===== config.mk =====
export PLATFORM = sky130hd
export DESIGN_NAME = cp0_timer_irq
export DESIGN_NICKNAME = d
export VERILOG_FILES = /design/src/rtl/cp0_timer_irq.sv
export SDC_FILE = /design/constraint.sdc
export NUM_CORES = 1
export LEC_CHECK = 0
export ABC_AREA = 1
export CORE_UTILIZATION = 52
export CTS_CLUSTER_DIAMETER = 120
export DETAILED_ROUTE_END_ITERATION = 16
export MAX_ROUTING_LAYER = met4
export PLACE_DENSITY = 0.86
export SLEW_MARGIN = 5
export SYNTH_ARGS = -nofsm -noshare
export SYNTH_HDL_FRONTEND = slang
export SYNTH_HIERARCHICAL = 1
export SYNTH_SLANG_ARGS = --single-unit

===== constraint.sdc =====
create_clock -name clk -period 2.1 [get_ports clk]
set_clock_uncertainty 0.1 [all_clocks]
set_input_delay 0.315 -clock clk [delete_from_list [all_inputs] [get_ports clk]]
set_output_delay 0.315 -clock clk [all_outputs]
set_load 0.05 [all_outputs]

===== src/rtl/cp0_timer_irq.sv =====
// CP0 Count/Compare/Status/Cause block: prescaled timer, synchronised hardware
// interrupt lines and a registered interrupt request for the MEM/WB exception unit.

module cp0_irq_sync #(
  parameter int STAGES = 2
) (
  input  logic clk,
  input  logic resetn,
  input  logic d,
  output logic q
);
  logic [STAGES-1:0] sync_pipe;

  always_ff @(posedge clk or negedge resetn) begin
    if (!resetn) begin
      sync_pipe <= '0;
    end else begin
      sync_pipe[0] <= d;
      for (int i = 1; i < STAGES; i++) sync_pipe[i] <= sync_pipe[i-1];
    end
  end

  assign q = sync_pipe[STAGES-1];
endmodule

module cp0_timer_irq #(
  parameter int N_HW_IRQ    = 6,
  parameter int COUNT_DIV   = 2,
  parameter int SYNC_STAGES = 2
) (
  input  logic                clk,
  input  logic                resetn,
  input  logic                wen,
  input  logic [4:0]          reg_num,
  input  logic [1:0]          sel,
  input  logic [31:0]         reg_in,
  output logic [31:0]         reg_out,
  input  logic [N_HW_IRQ-1:0] hw_int,
  input  logic                exception_commit,
  input  logic                eret_commit,
  output logic                int_pending,
  output logic                timer_int,
  output logic [31:0]         count_out
);
  localparam logic [4:0] REG_COUNT   = 5'd9;
  localparam logic [4:0] REG_COMPARE = 5'd11;
  localparam logic [4:0] REG_STATUS  = 5'd12;
  localparam logic [4:0] REG_CAUSE   = 5'd13;
  localparam int         DIV_W       = (COUNT_DIV > 1) ? $clog2(COUNT_DIV) : 1;
  localparam logic [DIV_W-1:0] DIV_LAST = DIV_W'(COUNT_DIV - 1);

  typedef struct packed {
    logic count;
    logic compare;
    logic status;
    logic cause;
  } wr_dec_t;

  wr_dec_t           wr;
  logic [31:0]       count;
  logic [31:0]       compare;
  logic [DIV_W-1:0]  div_cnt;
  logic [7:0]        im;
  logic              exl;
  logic              ie;
  logic              ti;
  logic              ti_nxt;
  logic [7:0]        ip;
  logic [7:0]        ip_nxt;
  logic [5:0]        hw_ip;
  logic              match;
  logic              match_d;
  logic [N_HW_IRQ-1:0] sync_q;

  // Non-zero selects never write anything.
  always_comb begin
    wr = '0;
    if (wen && (sel == 2'd0)) begin
      wr.count   = (reg_num == REG_COUNT);
      wr.compare = (reg_num == REG_COMPARE);
      wr.status  = (reg_num == REG_STATUS);
      wr.cause   = (reg_num == REG_CAUSE);
    end
  end

  if (SYNC_STAGES == 0) begin : g_nosync
    assign sync_q = hw_int;
  end else begin : g_sync
    for (genvar k = 0; k < N_HW_IRQ; k++) begin : g_lane
      cp0_irq_sync #(.STAGES(SYNC_STAGES)) u_sync (
        .clk    (clk),
        .resetn (resetn),
        .d      (hw_int[k]),
        .q      (sync_q[k])
      );
    end
  end

  // A COUNT write restarts the prescaler phase so the next tick is a full period away.
  always_ff @(posedge clk or negedge resetn) begin
    if (!resetn) begin
      count   <= '0;
      div_cnt <= '0;
    end else if (wr.count) begin
      count   <= reg_in;
      div_cnt <= '0;
    end else if (div_cnt == DIV_LAST) begin
      count   <= count + 32'd1;
      div_cnt <= '0;
    end else begin
      div_cnt <= div_cnt + DIV_W'(1);
    end
  end

  assign match  = (count == compare);
  assign ti_nxt = wr.compare ? 1'b0 : (ti | (match & ~match_d));

  always_ff @(posedge clk or negedge resetn) begin
    if (!resetn) begin
      compare <= 32'hFFFF_FFFF;
      ti      <= 1'b0;
      match_d <= 1'b0;
    end else begin
      match_d <= match;
      ti      <= ti_nxt;
      if (wr.compare) compare <= reg_in;
    end
  end

  always_comb begin
    hw_ip = '0;
    for (int k = 0; k < N_HW_IRQ; k++) hw_ip[k] = sync_q[k];
  end

  // IP[7] tracks the next TI so the timer shows up in IP the same cycle TI does.
  assign ip_nxt = {hw_ip[5] | ti_nxt, hw_ip[4:0], wr.cause ? reg_in[9:8] : ip[1:0]};

  always_ff @(posedge clk or negedge resetn) begin
    if (!resetn) ip <= '0;
    else         ip <= ip_nxt;
  end

  always_ff @(posedge clk or negedge resetn) begin
    if (!resetn) begin
      im  <= '0;
      ie  <= 1'b0;
      exl <= 1'b0;
    end else begin
      if (wr.status) begin
        im <= reg_in[15:8];
        ie <= reg_in[0];
      end
      if (exception_commit)  exl <= 1'b1;
      else if (eret_commit)  exl <= 1'b0;
      else if (wr.status)    exl <= reg_in[1];
    end
  end

  always_ff @(posedge clk or negedge resetn) begin
    if (!resetn) int_pending <= 1'b0;
    else         int_pending <= ie & ~exl & (|(ip & im));
  end

  always_comb begin
    reg_out = '0;
    if (sel == 2'd0) begin
      case (reg_num)
        REG_COUNT:   reg_out = count;
        REG_COMPARE: reg_out = compare;
        REG_STATUS:  reg_out = {9'd0, 1'b1, 6'd0, im, 6'd0, exl, ie};
        REG_CAUSE:   reg_out = {1'b0, ti, 14'd0, ip, 8'd0};
        default:     reg_out = '0;
      endcase
    end
  end

  assign count_out = count;
  assign timer_int = ti;
endmodule

; After elaboration in Yosys (flattened, before gate mapping)
; Cells that the tools add are included.
[classes]
n_addsub = 2
reduce_logical = 5
eq_ne = 5
n_bitwise = 8
n_mux = 11
[op_table]
columns = cell, count
row1 = 32-bit one-hot mux with 4 select lines, 1
row2 = 32-bit 2-to-1 mux, 3
row3 = 32-bit by 1-bit adder with 32-bit output (second input constant), 1
row4 = 32-bit equality test, 1
row5 = 5-bit by 4-bit equality test with 1-bit output (second input constant), 4
row6 = 8-bit bitwise AND, 1
row7 = 8-bit OR reduction, 1
row8 = 1-bit 2-to-1 mux, 6
row9 = 4-bit 2-to-1 mux, 1
row10 = 1-bit bitwise AND, 3
row11 = 3-bit nonzero test, 1
row12 = 2-bit zero test, 1
row13 = 1-bit inverter, 2
row14 = 1-bit bitwise OR, 2
row15 = 2-bit nonzero test, 1
row16 = 1-bit adder (second input constant), 1
row17 = 1-bit logical AND, 1
[totals]
out_inout_bits = 66
in_bits = 50
regBits = 98
wordCells = 48

; Longest topological paths before layout
; Gate-level depths: netlist (run 1).
[depth]
ltp_word = 6
mapped_depth = 12

; Modules after synthesis
; The synthesis (run 1) kept the hierarchy.
[modules_own_cells]
columns = module, area_per_inst_um2, n_inst, cells_per_inst
row1 = cp0_timer_irq, 5497.8, 1, 754
row2 = cp0_irq_sync, 50.0, 6, 2

; Least setup slack after synthesis (run 1)
; OpenSTA, ideal clock, no wires.
[synth_timing]
path_type = input port to output port
start = in reg_num[4]
end = out reg_out[14]
arrival_time_ns = 1.871
path_slack_ns = -0.186
path_stages = 8
path_cell_list = inv_2 nand2_2 nor2_4 nand2_2 a21oi_1 inv_1 buf_2 a21oi_1
[synth_between]
elab_chain_cells = 3
[synth_rtl]
columns = element, line
row1 = start: declaration, 34  ; input logic [4:0] reg_num,
row2 = 5-bit by 4-bit equality test with 1-bit output, 167  ; case (reg_num)
row3 = 32-bit one-hot mux with 4 select lines *, 167
row4 = 32-bit 2-to-1 mux *, 166  ; if (sel == 2'd0) begin
row5 = end: declaration, 37  ; output logic [31:0] reg_out,
; Mark *: on every way between the ends. The rest lies on a longest branch, timed or not.

; Worst setup path after layout (run 1)
[layout_timing]
start = in reg_num[4]
end = out reg_out[9]
; The elaborated chain is that of the path after synthesis.

==> flow_metrics.tcl, run 1 <==
set metrics [dict create \
    outcome "finished, final reports clean" \
    cts-buffers-inserted 9 \
    final-setup-viol-count 0 \
    report.final.slew_viol_count 0 \
    viasPerCell 5.66 \
    antenna_found_initial 0 \
    worst_pin_slew_ns 0.519 \
    ys_ff_latch 98 \
    net_total_in_the_final_layout 961 \
    detail-route-antenna-nets 0 \
    synth_edf_count 0 \
    first_global_vias 5838 \
    i_o_pin_cnt 116 \
    detailroute.via_count 5968 \
    effective_utilization_at_floorplan_pct 53.5 \
    drtIter0Drc 506 \
    hold_viol_final 0 \
    maximum_level_of_the_cts_h_tree 3 \
    post_synth_inst_count 766 \
    irDropWorstVdd_uv 735 \
    required_ns 1.68 \
    dr.pass1.iters 7 \
    area.sequential_um2 2490 \
    multi_input_comb_area_um2 3070 \
    fillerInstances 724 \
    antenna_cells_inserted 0 \
    post_dp_hpwl_um 13200 \
    final.setup.tns_ns 0 \
    critPathCaptureType "output pin" \
    synth.net_count 817 \
    core_region_area_um2 10800 \
    max_freq_ghz 0.479 \
    path_max_fanout 3 \
    layout-drive-gt1-share_pct 27.3 \
    syn_area_um2 5800 \
    global_route.overflow_total 0 \
    mostFrequentLayoutCells "269 x sky130_fd_sc_hd__nand2_1, 78 x sky130_fd_sc_hd__inv_1, 66 x sky130_fd_sc_hd__dfrtp_1" \
    clock_tree.root_cell "sky130_fd_sc_hd__clkbuf_8" \
    clk_path_buf_depth 2 \
    grt_start_max_net_pins 40 \
    hold-worst-slack_ns 0.255 \
    routed_wirelength_um 19600 \
    ys_seq_area_share_pct 43.0 \
    ys_warn_count 6 \
    synth.distinct_cells 41 \
    ys_dominant_reg_cell "sky130_fd_sc_hd__dfrtp_1" \
    timing.critical_path.arrival_ns 1.67 \
    total_drc_errors_in_the_routed_layout 0 \
    full_die_area_um2 11600 \
    gp_congestion 0.916 \
    first_pass_grt_wire_length_um 29500 \
    wire_per_inst_um 18.5 \
    finalCoreUtilization_pct 76.3 \
    worst-setup-path-type "input pin to output pin" \
    cts_sinks 98 \
    power.density_cell_area_nw_per_um2 770 \
    max-slew-margin-rel_pct 65.3 \
    synthArstFlopShare_pct 100 \
    die_height_um 108 \
    total_power_w 0.00637 \
    critPathLaunchType "input pin" \
    die_width_um 108 \
    worst_min_delay_path_category "flop to flop" \
    finalWorstPathRequiredPeriod_ns 2.09 \
    clock_latency_ns 0.39 \
    avgSynthCellArea_um2 7.57 \
    cts_tree "built" \
    synthToLayoutAreaGrowth_pct 42.6 \
    leakage_nw 3.68 \
    drv_cap 0 \
    path_clk_slew_ns 0.10 \
    io_port_bufs 115 \
    global_route.usage.total_pct 35.1 \
    rows 38 \
    final_common_cell "sky130_fd_sc_hd__nand2_1" \
    period_share_pct 99.5 \
]
[routing by layer]
layer / GRT usage (%) / share of wire, % / vias to the layer above / routed length [µm]
met2: 57.2 / 49 / 367 / 9540
met3: 5.57 / 9.0 / 64 / 1750
met5: - / 0 / - / 0
met4: 12.2 / 3.3 / 0 / 646
met1: 44.4 / 39 / 2831 / 7620
li1: - / - / 2706 / -
[power by group]
group | total [W] | internal, W | leakage (nW) | switching, W
registers | 0.00267 | 0.00221 | 1.17 | 0.000452
clock network | 0.00122 | 0.000487 | 0.0994 | 0.000736
logic | 0.00248 | 0.000881 | 2.41 | 0.00160
total | 0.00637 | 0.00358 | 3.68 | 0.00279
[stage by stage]
stage	area (µm²)	instances	worst slack (ns)
4_1_cts	8270	1057	0.00318
5_1_grt	8270	1055	-0.00665
6_report	8270	1055	0.0112
3_5_place_dp	7700	1029	-0.458
3_3_place_gp	7700	1029	-0.362
2_1_floorplan	5850	766	-0.186
[Yosys cell counts (2+ instances only)]
cell type / n / area, µm²
sky130_fd_sc_hd__a21oi_1: 28 / 140
sky130_fd_sc_hd__a221oi_1: 2 / 17.5
sky130_fd_sc_hd__a41oi_1: 4 / 35.0
sky130_fd_sc_hd__buf_2: 23 / 115
sky130_fd_sc_hd__buf_4: 4 / 30.0
sky130_fd_sc_hd__buf_6: 2 / 22.5
sky130_fd_sc_hd__clkbuf_1: 3 / 11.3
sky130_fd_sc_hd__clkbuf_2: 2 / 10.0
sky130_fd_sc_hd__dfrtp_1: 66 / 1650
sky130_fd_sc_hd__dfstp_2: 32 / 841
sky130_fd_sc_hd__inv_1: 85 / 319
sky130_fd_sc_hd__inv_2: 5 / 18.8
sky130_fd_sc_hd__nand2_1: 281 / 1050
sky130_fd_sc_hd__nand2_2: 7 / 43.8
sky130_fd_sc_hd__nand2_4: 2 / 22.5
sky130_fd_sc_hd__nand3_1: 24 / 120
sky130_fd_sc_hd__nand3_2: 3 / 30.0
sky130_fd_sc_hd__nand3_4: 2 / 35.0
sky130_fd_sc_hd__nand4_1: 5 / 31.3
sky130_fd_sc_hd__nor2_1: 36 / 135
sky130_fd_sc_hd__nor2_2: 3 / 18.8
sky130_fd_sc_hd__nor2_4: 8 / 90.1
sky130_fd_sc_hd__nor3_1: 8 / 40.0
sky130_fd_sc_hd__nor3_2: 2 / 20.0
sky130_fd_sc_hd__o211ai_1: 5 / 37.5
sky130_fd_sc_hd__o21ai_0: 22 / 110
sky130_fd_sc_hd__o21ai_1: 18 / 90.1
sky130_fd_sc_hd__o21bai_1: 5 / 37.5
sky130_fd_sc_hd__o221ai_1: 10 / 87.6
sky130_fd_sc_hd__o22ai_1: 12 / 75.1
sky130_fd_sc_hd__xnor2_1: 25 / 219
sky130_fd_sc_hd__xor2_1: 23 / 201
[what timing repair did]
action                     in CTS  in global routing
hold endpoints to repair       16                  0
cloned                          2                  2
pin swaps                      17                 14
setup buffers                   9                  1
setup endpoints to repair      38                 34
hold buffers                    1                  0
resized for setup              78                 27
[layout make-up]
| cell class | instances | share of cell area, % |
|---|---|---|
| clock buffer | 10 | 1.66 |
| clock inverter | 6 | 0.666 |
| inverter | 91 | 4.28 |
| multi-input combinational | 542 | 37.1 |
| sequential | 98 | 30.1 |
| tap | 140 | 2.12 |
| timing repair buffer | 168 | 24.0 |
[cell families (layout without fill, tap and decap cells)]
group / after synthesis / count (layout) / synth area share (%)
compound gates: 109 / 109 / 11.3
xor+xnor: 48 / 48 / 7.25
buf+inv: 126 / 275 / 9.45
flops: 98 / 98 / 43.0
fa+ha+maj: 1 / 1 / 0.216
simple gates: 384 / 384 / 28.8
[path summary, 6_finish.rpt]
check / cells past startpoint / from / slack (ns) / end
max in group asynchronous: 3 / resetn / 0.93 / compare[17]
max reg2reg: 9 / count_out[0] / 0.12 / count_out[28]
min reg2reg: 0 / g_sync.g_lane[1].u_sync/sync_pipe[0] / 0.26 / g_sync.g_lane[1].u_sync/sync_pipe[1]
min: 0 / g_sync.g_lane[1].u_sync/sync_pipe[0] / 0.26 / g_sync.g_lane[1].u_sync/sync_pipe[1]
min in group asynchronous: 2 / resetn / 0.31 / match_d
max: 11 / reg_num[4] / 0.01 / reg_out[9]
[registers in the layout (all words and copies together) (netlist names)]
signal and cells:
int_pending 1, count_out 32, exl 1, ip 8
div_cnt 1, ie 1, compare 32, g_sync.g_lane.u_sync/sync_pipe 12
im 8, timer_int 1, match_d 1
[critical path, stage by stage]
cell and delay, ns:
sky130_fd_sc_hd__buf_2 0.13, sky130_fd_sc_hd__inv_2 0.07, sky130_fd_sc_hd__nand2_2 0.06, sky130_fd_sc_hd__nor2_4 0.12, sky130_fd_sc_hd__buf_6 0.12, sky130_fd_sc_hd__nand3_4 0.11, sky130_fd_sc_hd__buf_6 0.17, sky130_fd_sc_hd__nor2_1 0.14
sky130_fd_sc_hd__a211oi_2 0.08, sky130_fd_sc_hd__nor2_1 0.19, sky130_fd_sc_hd__buf_12 0.17
(Power assumes the default switching activity.)
==> inputs of run 2 (changes only) <==
- CORE_UTILIZATION: 52 -> 47
- HOLD_SLACK_MARGIN: unset -> 0.08
- PLACE_DENSITY: 0.86 -> 0.83
- clock period: 2.1 -> 1.9 ns (I/O delays scaled with it)
==> flow_metrics.tcl, run 2 (synthesis results as in run 1) <==
set metrics [dict create \
    final.setup.tns_ns -1.04 \
    grt_start_max_net_pins 99 \
    die_height_um 113 \
    post_dp_hpwl_um 13100 \
    timing.critical_path.arrival_ns 1.60 \
    fillerInstances 835 \
    viasPerCell 5.51 \
    max_freq_ghz 0.505 \
    first_pass_grt_wire_length_um 30100 \
    total_drc_errors_in_the_routed_layout 0 \
    violations "negative setup slack" \
    global_route.usage.total_pct 31.3 \
    final-setup-viol-count 29 \
    critPathCaptureType "output pin" \
    leakage_nw 3.67 \
    wire_per_inst_um 17.6 \
    path_clk_slew_ns 0.07 \
    final_common_cell "sky130_fd_sc_hd__nand2_1" \
    antenna_cells_inserted 0 \
    outcome "finished, violations left" \
    clock_latency_ns 0.35 \
    power.density_cell_area_nw_per_um2 912 \
    unrepaired_setup_endpoints_after_global_routing "true" \
    worst_pin_slew_ns 0.545 \
    finalWorstPathRequiredPeriod_ns 1.98 \
    dp_slack_ns -0.489 \
    detailroute.via_count 5919 \
    drv_cap 0 \
    cts-buffers-inserted 9 \
    core_region_area_um2 12000 \
    antenna_found_initial 0 \
    max-slew-margin-rel_pct 63.5 \
    dr.pass1.iters 5 \
    top_layer_used "met4" \
    first_global_vias 5844 \
    effective_utilization_at_floorplan_pct 48.3 \
    global_route.overflow_total 0 \
    worst_min_delay_path_category "flop to flop" \
    clk_path_buf_depth 2 \
    mostFrequentLayoutCells "274 x sky130_fd_sc_hd__nand2_1, 84 x sky130_fd_sc_hd__buf_4, 76 x sky130_fd_sc_hd__inv_1" \
    required_ns 1.51 \
    path_max_fanout 7 \
    met2RoutedLength_um 9400 \
    irDropWorstVdd_uv 738 \
    maximum_level_of_the_cts_h_tree 3 \
    layout-drive-gt1-share_pct 30.5 \
    period_share_pct 104 \
    net_total_in_the_final_layout 974 \
    report.final.slew_viol_count 0 \
    rows 40 \
    i_o_pin_cnt 116 \
    crit_chain "buf_6, buf_6, nor2_4, buf_4, nand3_4, inv_8, buf_12, nand2_2, a41oi_2, buf_12" \
    drtIter0Drc 483 \
    detail-route-antenna-nets 0 \
    routed_wirelength_um 18900 \
    full_die_area_um2 12800 \
    gp_congestion 0.945 \
    timing.critical_path.slowest_cell_delay_ns 0.24 \
    met3WireLength_um 1260 \
    slowest_stage "sky130_fd_sc_hd__a41oi_2" \
    clock_tree.root_cell "sky130_fd_sc_hd__clkbuf_16" \
    routedLengthMet1_um 7660 \
    hold_viol_final 0 \
    cts_sinks 98 \
    die_width_um 113 \
    final.setup.worst_slack_ns -0.0821 \
    worst-setup-path-type "input pin to output pin" \
    synthToLayoutAreaGrowth_pct 46.3 \
    io_port_bufs 115 \
    cts_tree "built" \
    critPathLaunchType "input pin" \
]
-- run 2: cell types whose count changed in the layout (fill, tap and decap cells not counted), moves of 3 or more --
cell and change:
sky130_fd_sc_hd__buf_4 +28, sky130_fd_sc_hd__clkbuf_8 -10, sky130_fd_sc_hd__clkbuf_16 +8, sky130_fd_sc_hd__dfrtp_1 -7, sky130_fd_sc_hd__dfrtp_2 +7, sky130_fd_sc_hd__dlygate4sd2_1 -5
sky130_fd_sc_hd__nand2_1 +5, sky130_fd_sc_hd__nand2_4 -4, sky130_fd_sc_hd__buf_12 -3, sky130_fd_sc_hd__clkdlybuf4s50_1 -3, sky130_fd_sc_hd__dlymetal6s2s_1 -3, sky130_fd_sc_hd__nor2_1 -3
-- run 2: metrics by stage --
| step | instance area, µm² | instances | util [%] | total power, W | hold WS [ns] |
|---|---|---|---|---|---|
| 6_report | 8480 | 1075 | 70.6 | 0.00774 | 0.251 |
| 5_1_grt | 8480 | 1075 | 70.6 | 0.00807 | 0.258 |
| 4_1_cts | 8380 | 1071 | 69.7 | 0.00765 | 0.250 |
| 3_5_place_dp | 7840 | 1046 | 65.3 | 0.00565 | 0.236 |
| 3_3_place_gp | 7840 | 1046 | 65.3 | 0.00559 | 0.233 |
| 2_1_floorplan | 5990 | 766 | - | 0.00469 | -0.111 |
-- run 2: final cells by class --
class | count | area, µm² | area share [%]
multi-input combinational | 542 | 3110 | 36.6
sequential | 98 | 2500 | 29.5
timing repair buffer | 181 | 2010 | 23.7
inverter | 91 | 359 | 4.23
clock buffer | 9 | 225 | 2.65
tap | 147 | 184 | 2.17
clock inverter | 7 | 92.6 | 1.09
-- run 2: worst paths after layout --
path / cells after the start / to / startpoint / slack (ns)
worst max register to register: 7 / count_out[31] / count_out[15] / 0.01
worst min-delay path: 0 / g_sync.g_lane[3].u_sync/sync_pipe[1] / g_sync.g_lane[3].u_sync/sync_pipe[0] / 0.25
min in group asynchronous: 3 / count_out[18] / resetn / 0.42
worst min register to register: 0 / g_sync.g_lane[3].u_sync/sync_pipe[1] / g_sync.g_lane[3].u_sync/sync_pipe[0] / 0.25
worst max-delay path: 10 / reg_out[12] / reg_num[2] / -0.08
max in group asynchronous: 3 / count_out[5] / resetn / 0.85
-- run 2: timing repair --
item                                    CTS  global route
gates cloned                              0             1
endpoints found under the hold margin    66             0
hold buffers                              1             0
buffers inserted                          8             3
pin swaps                                12            11
endpoints found under the setup margin   32            36
resized for setup                        59            27
-- run 2: critical path, delay by kind of cell --
kind	cells	cell delay (ns)
AOI/OAI and AO/OA	1	0.24
and+or+nand+nor	3	0.31
buffers and inverters	6	0.75
-- run 2: layer usage --
metal	vias up	GRT usage [%]
met3	54	3.32
met4	0	13.2
li1	2731	-
met5	-	-
met1	2828	39.3
met2	306	51.8
-- run 2: report_power, final --
group / internal [W] / switching (W) / total [W]
clock network: 0.00106 / 0.000929 / 0.00199
logic: 0.00102 / 0.00179 / 0.00281
registers: 0.00246 / 0.000477 / 0.00294
